[src/rtl/my_alu_if.sv]
// Operand/result bundle for my_alu: the driver owns operands and enable,
// the ALU owns the combinational and registered results.
interface my_alu_if;
    logic        en;
    logic [31:0] a;
    logic [31:0] b;
    logic [2:0]  ALUControl;
    logic [31:0] Result;
    logic [3:0]  ALUFlags;
    logic [31:0] ResultQ;
    logic [3:0]  ALUFlagsQ;

    modport master (
        output en, a, b, ALUControl,
        input  Result, ALUFlags, ResultQ, ALUFlagsQ
    );

    modport slave (
        input  en, a, b, ALUControl,
        output Result, ALUFlags, ResultQ, ALUFlagsQ
    );
endinterface

[src/rtl/my_alu.sv]
// 32-bit ALU with ARM-style NZCV flags: zero-latency datapath outputs plus
// an enable-gated registered copy for pipeline and flag-register logic.
module my_alu (
    input  logic    clk,
    input  logic    reset_n,
    my_alu_if.slave bus
);
    typedef enum logic [2:0] {
        OP_ADD = 3'b000,
        OP_SUB = 3'b001,
        OP_AND = 3'b010,
        OP_ORR = 3'b011,
        OP_EOR = 3'b100,
        OP_BIC = 3'b101,
        OP_LSL = 3'b110,
        OP_LSR = 3'b111
    } alu_op_e;

    alu_op_e     op;
    logic [31:0] b_eff;
    logic [32:0] sum;
    logic [7:0]  shamt;
    logic [31:0] res;
    logic        c;
    logic        v;

    assign op    = alu_op_e'(bus.ALUControl);
    assign shamt = bus.b[7:0];

    // SUB reuses the adder as a + ~b + 1, so C=1 means "no borrow".
    // NOTE: combinational logic uses blocking '=' with every output defaulted
    // first, so no path through the case can infer a latch.
    always_comb begin
        b_eff = (op == OP_SUB) ? ~bus.b : bus.b;
        sum   = {1'b0, bus.a} + {1'b0, b_eff} + {32'd0, op == OP_SUB};
        res   = '0;
        c     = 1'b0;
        v     = 1'b0;
        case (op)
            OP_ADD, OP_SUB: begin
                res = sum[31:0];
                c   = sum[32];
                v   = (bus.a[31] == b_eff[31]) && (sum[31] != bus.a[31]);
            end
            OP_AND:  res = bus.a & bus.b;
            OP_ORR:  res = bus.a | bus.b;
            OP_EOR:  res = bus.a ^ bus.b;
            OP_BIC:  res = bus.a & ~bus.b;
            OP_LSL:  res = (shamt >= 8'd32) ? '0 : bus.a << shamt[4:0];
            OP_LSR:  res = (shamt >= 8'd32) ? '0 : bus.a >> shamt[4:0];
            default: res = '0;
        endcase
    end

    assign bus.Result   = res;
    assign bus.ALUFlags = {res[31], res == 32'd0, c, v};

    // NOTE: sequential state uses non-blocking '<=' so every flop samples
    // pre-edge values regardless of process ordering.
    always_ff @(posedge clk or negedge reset_n) begin
        if (!reset_n) begin
            bus.ResultQ   <= '0;
            bus.ALUFlagsQ <= '0;
        end else if (bus.en) begin
            bus.ResultQ   <= res;
            bus.ALUFlagsQ <= bus.ALUFlags;
        end
    end
endmodule

[src/flat_wrapper.sv]
// flat-port wrapper written by rule: the top's interface ports become plain ports
module my_alu_flat 
  (clk, reset_n, bus_en, bus_a, bus_b, bus_ALUControl, bus_Result, bus_ALUFlags, bus_ResultQ, bus_ALUFlagsQ);
  my_alu_if bus_i ();
  input  logic clk;
  input  logic reset_n;
  input wire logic [$bits(bus_i.en)-1:0] bus_en;
  input wire logic [$bits(bus_i.a)-1:0] bus_a;
  input wire logic [$bits(bus_i.b)-1:0] bus_b;
  input wire logic [$bits(bus_i.ALUControl)-1:0] bus_ALUControl;
  output wire logic [$bits(bus_i.Result)-1:0] bus_Result;
  output wire logic [$bits(bus_i.ALUFlags)-1:0] bus_ALUFlags;
  output wire logic [$bits(bus_i.ResultQ)-1:0] bus_ResultQ;
  output wire logic [$bits(bus_i.ALUFlagsQ)-1:0] bus_ALUFlagsQ;
  assign bus_i.en = bus_en;
  assign bus_i.a = bus_a;
  assign bus_i.b = bus_b;
  assign bus_i.ALUControl = bus_ALUControl;
  assign bus_Result = bus_i.Result;
  assign bus_ALUFlags = bus_i.ALUFlags;
  assign bus_ResultQ = bus_i.ResultQ;
  assign bus_ALUFlagsQ = bus_i.ALUFlagsQ;
  my_alu u_core (.clk(clk), .reset_n(reset_n), .bus(bus_i));
endmodule
[config.mk]
export PLATFORM = sky130hd
export DESIGN_NAME = my_alu_flat
export DESIGN_NICKNAME = d
export VERILOG_FILES = /design/src/rtl/my_alu_if.sv /design/src/rtl/my_alu.sv /design/src/flat_wrapper.sv
export SDC_FILE = /design/constraint.sdc
export NUM_CORES = 1
export LEC_CHECK = 0
export BUFFER_PORTS_ARGS = -buffer_cell sky130_fd_sc_hd__buf_2
export CAP_MARGIN = 5
export CORE_ASPECT_RATIO = 1.2
export CORE_MARGIN = 5
export CORE_UTILIZATION = 61
export CTS_CLUSTER_DIAMETER = 80
export CTS_CLUSTER_SIZE = 28
export DETAILED_ROUTE_END_ITERATION = 10
export HOLD_SLACK_MARGIN = 0.12
export PLACE_DENSITY_LB_ADDON = 0.3
export SKIP_CTS_REPAIR_TIMING = 1
export SLEW_MARGIN = 5
export SYNTH_ARGS = -nofsm -noshare
export SYNTH_HDL_FRONTEND = slang
export SYNTH_SLANG_ARGS = --single-unit
[constraint.sdc]
create_clock -name clk -period 7.75 [get_ports clk]
set_input_delay 1.1625 -clock clk [delete_from_list [all_inputs] [get_ports clk]]
set_output_delay 1.1625 -clock clk [all_outputs]
set_load 0.02 [all_outputs]
==> results.md <==
* Die ar. at 0.0186 mm^2
* Seq cells post-synth at 35
* Slew Limit Fails at 0
* Slowest-stage cell, CP: a2111oi_1
* Upper clock frequency limit at 142 MHz
* Crit path largest cell delay at 0.98 ns
* CTS sink count at 35
* Design area at 0.0105 mm^2
* Detail Placement HPWL at 31,600 um
* Starting DRT DRC Count at 1,526
* RR Endpoint: u_core.bus.ALUFlagsQ[2]
* Final ANT Viol Nets at 0
* Critical Path AT at 5.86 ns
* Initial Util at ~62%
* Area growth syn-to-layout at 7.81%
* Via count at roughly 11,000
* Setup violators final at 0
* Root buffer cell: clkbuf_16
* Max_cap viols at 0
* Area leader, netlist: mux4_2
* Final setup TNS at 0 ns
* Cells on worst reg2reg path at 2
* CTS clk-pin slew, worst paths at 0.05 ns
* Placement Cell Area at slightly above 0.01 mm^2
* WHS Path Cells at 1
* GRT overflow at 0
* Reg2reg start: u_core.bus.ALUFlagsQ[2]
* Multiplexer share of the synthesized area at a little over a fifth
* Yosys warnings at 0
* Cell row count at 50
* Final Hold Viols at 0
* Synth cell types at 84
* Max transition margin at 27.7%
* First drt pass iteration count at 5
* Die Span X at approximately 130 um
* Post-Synth Adder-Cell Area at 9.05%
* CP bufs+invs at 4
* Worst-path cell chain: buf_2, clkinv_1, xnor2_1, ha_1, a21oi_1, a21oi_1, o21ai_0, a31oi_1, buf_4, mux2i_1, a2111oi_1, nor4_1, nand4_1, nor4_2, and3_1, buf_2
* Post-synth EDFFs at 0
* Fin cells at 1,529
* Run status: completed
* Crit end category: output port
* Core area at 0.0156 mm^2
* First-pass GRT wire length at 63,700 um
* Complex-gate fraction of the synthesized area at between 20 and 30%
* Tcrit/Tclk final at 90.6%
* Req. time, crit path at around 6.6 ns
* Clock buffer depth at 2
* Initial antenna violation count at 0
* Critical Path Stages at 16
* Largest family of logic cells by synthesized area: compound AO/OA/AOI/OAI gates
* Routed wire length at 41,900 um
* CTS buffer count at 5
* I/O pin total at 142
* Total Routing Usage GR at between 40% and 50%
* Min-Delay Endpoint: u_core.bus.ResultQ[4]
* Fin Hold WS at 0.500 ns
* Hold Path Class: reg -> reg
* Share of layout cells above drive strength 1 at 22.9%
* Avg Cell Area, Syn at a little under 8 um^2
* Unrepaired setup endpoints after global routing: false
* Critical path class: in -> out
* Synthesized instance count at 1,262
* Hold Path Origin: u_core.bus.ResultQ[4]
* Final min period at between 7 and 8 ns
* Largest net degree at the start of global routing at 58
* Drt wl/cell at 27.4 um
* Worst-skew pair later-pin latency at 0.28 ns
* Kind of cell adding the most delay to the critical path: compound AO/OA/AOI/OAI gates
* # diodes at 0
* Inst Count DP at 1,521
* Peak VDD IR at 0.207 mV
* H-tree levels at 2
* Synth Flop Type: dfrtp_1
* GPL Wtd Cong at 1.08
* Worst-margin pin slew at 1.08 ns
* Pre-CTS setup slack at 0.979 ns
* Vias/cell at roughly 7.5
* Synth Area in Simple Gates at 19.5%
* Xor/xnor cell area share of the yosys netlist at under 10%
* Vias in the first global route at approximately 11,000
* R2r setup slk at 6.83 ns
* Nets at 1,460
* Mapped Area at 0.00976 mm^2
* PwrDens at 125 mW/mm^2
* Setup crit start kind: input port
* Synth async-reset ratio at 100%
* Number of buffers added on ports at 141
* Final WS setup at 0.727 ns
* Sequential cell area fraction in the yosys report at 8.98%
* Synth top area share at a little over 10%
* Die Y at about 150 um
* # DRC at 0
* Crit path max fanout at 28
* CTS tree: yes
* Setup Skew at 0 ns
* Leak Pwr at 4.64 nW
* Syn Nets at roughly 1,400
* Synth area leaders: mux4_2 10%, dfrtp_1 9.0%, ha_1 8.8%
[layout make-up]
type	count	area (um^2)
multi-input cells	1036	8070
fillers	1353	5120
repair buffers	165	891
flip-flops and latches	35	876
inverters	77	289
well taps	208	260
clock buffers	7	133
clock inverters	1	5.00
[layout by cell type (no fill, tap or decap), types with 29 or more instances in the layout]
cell and count:
xnor2_1 43, mux2i_1 43, nand3_1 34, o21ai_0 74, buf_2 139, nand2_1 104, mux2_2 60, nand2b_1 29
a21oi_1 95, dfrtp_1 35, inv_1 75, nor2_1 77, mux4_2 45, ha_1 69
[per-stage QoR]
step	power (mW)	utilization (%)
2_1_floorplan	0.828	-
3_3_place_gp	1.08	66.4
3_5_place_dp	1.09	66.4
4_1_cts	1.29	67.3
5_1_grt	1.38	67.3
6_report	1.31	67.3
[state kept, by name, indices dropped and copies added (netlist names)]
register and cells:
u_core.bus.ALUFlagsQ 4, u_core.bus.ResultQ 31
[routing by layer]
layer	GRT usage, %	wire (um)
met1	53.9	15000
met2	70.2	19100
met3	7.72	4940
met4	22.7	2770
met5	0	0
[power by group]
part / switching, mW / total, mW / internal [mW]
clock network: 0.0724 / 0.191 / 0.119
registers: 0.0183 / 0.233 / 0.215
logic: 0.564 / 0.891 / 0.326
[synth_stat cells, types with 15 or more instances]
library cell  number
buf_4             15
nor3_1            22
nand2b_1          29
mux2_2            60
a221oi_1          19
buf_2             20
a21oi_1           95
mux4_2            45
nor2_1            77
inv_1             75
clkbuf_1          68
xnor2_1           43
dfrtp_1           35
nand3_1           34
a211oi_1          19
a21o_1            15
nand2_1          104
nand4_1           16
mux2i_1           43
o22ai_1           20
ha_1              69
o21ai_0           74
[worst reg2reg max path: stages (launching register included)]
cell and delay (ns):
dfrtp_1 0.38, nor2b_1 0.15, a41o_1 0.27
[logic make-up after synthesis]
group / Yosys count
flip-flops: 35
buffers and inverters: 191
multiplexers: 149
XOR/XNOR: 50
AO/OA/AOI/OAI: 394
AND/OR/NAND/NOR: 373
adder cells (fa/ha/maj): 70
[worst max-delay path by stage]
stage	start	end	slack [ns]
6_report	bus_b[3]	bus_ALUFlags[2]	0.73
5_1_grt	bus_ALUControl[2]	bus_ALUFlags[2]	0.54
4_1_cts	bus_b[3]	bus_ALUFlags[2]	0.94
3_5_place_dp	bus_b[3]	bus_ALUFlags[2]	0.98
3_3_place_gp	bus_b[3]	bus_ALUFlags[2]	1.05
2_1_floorplan	bus_ALUControl[1]	bus_ALUFlags[2]	0.25
Note: power is estimated with default switching activity, not from simulation.
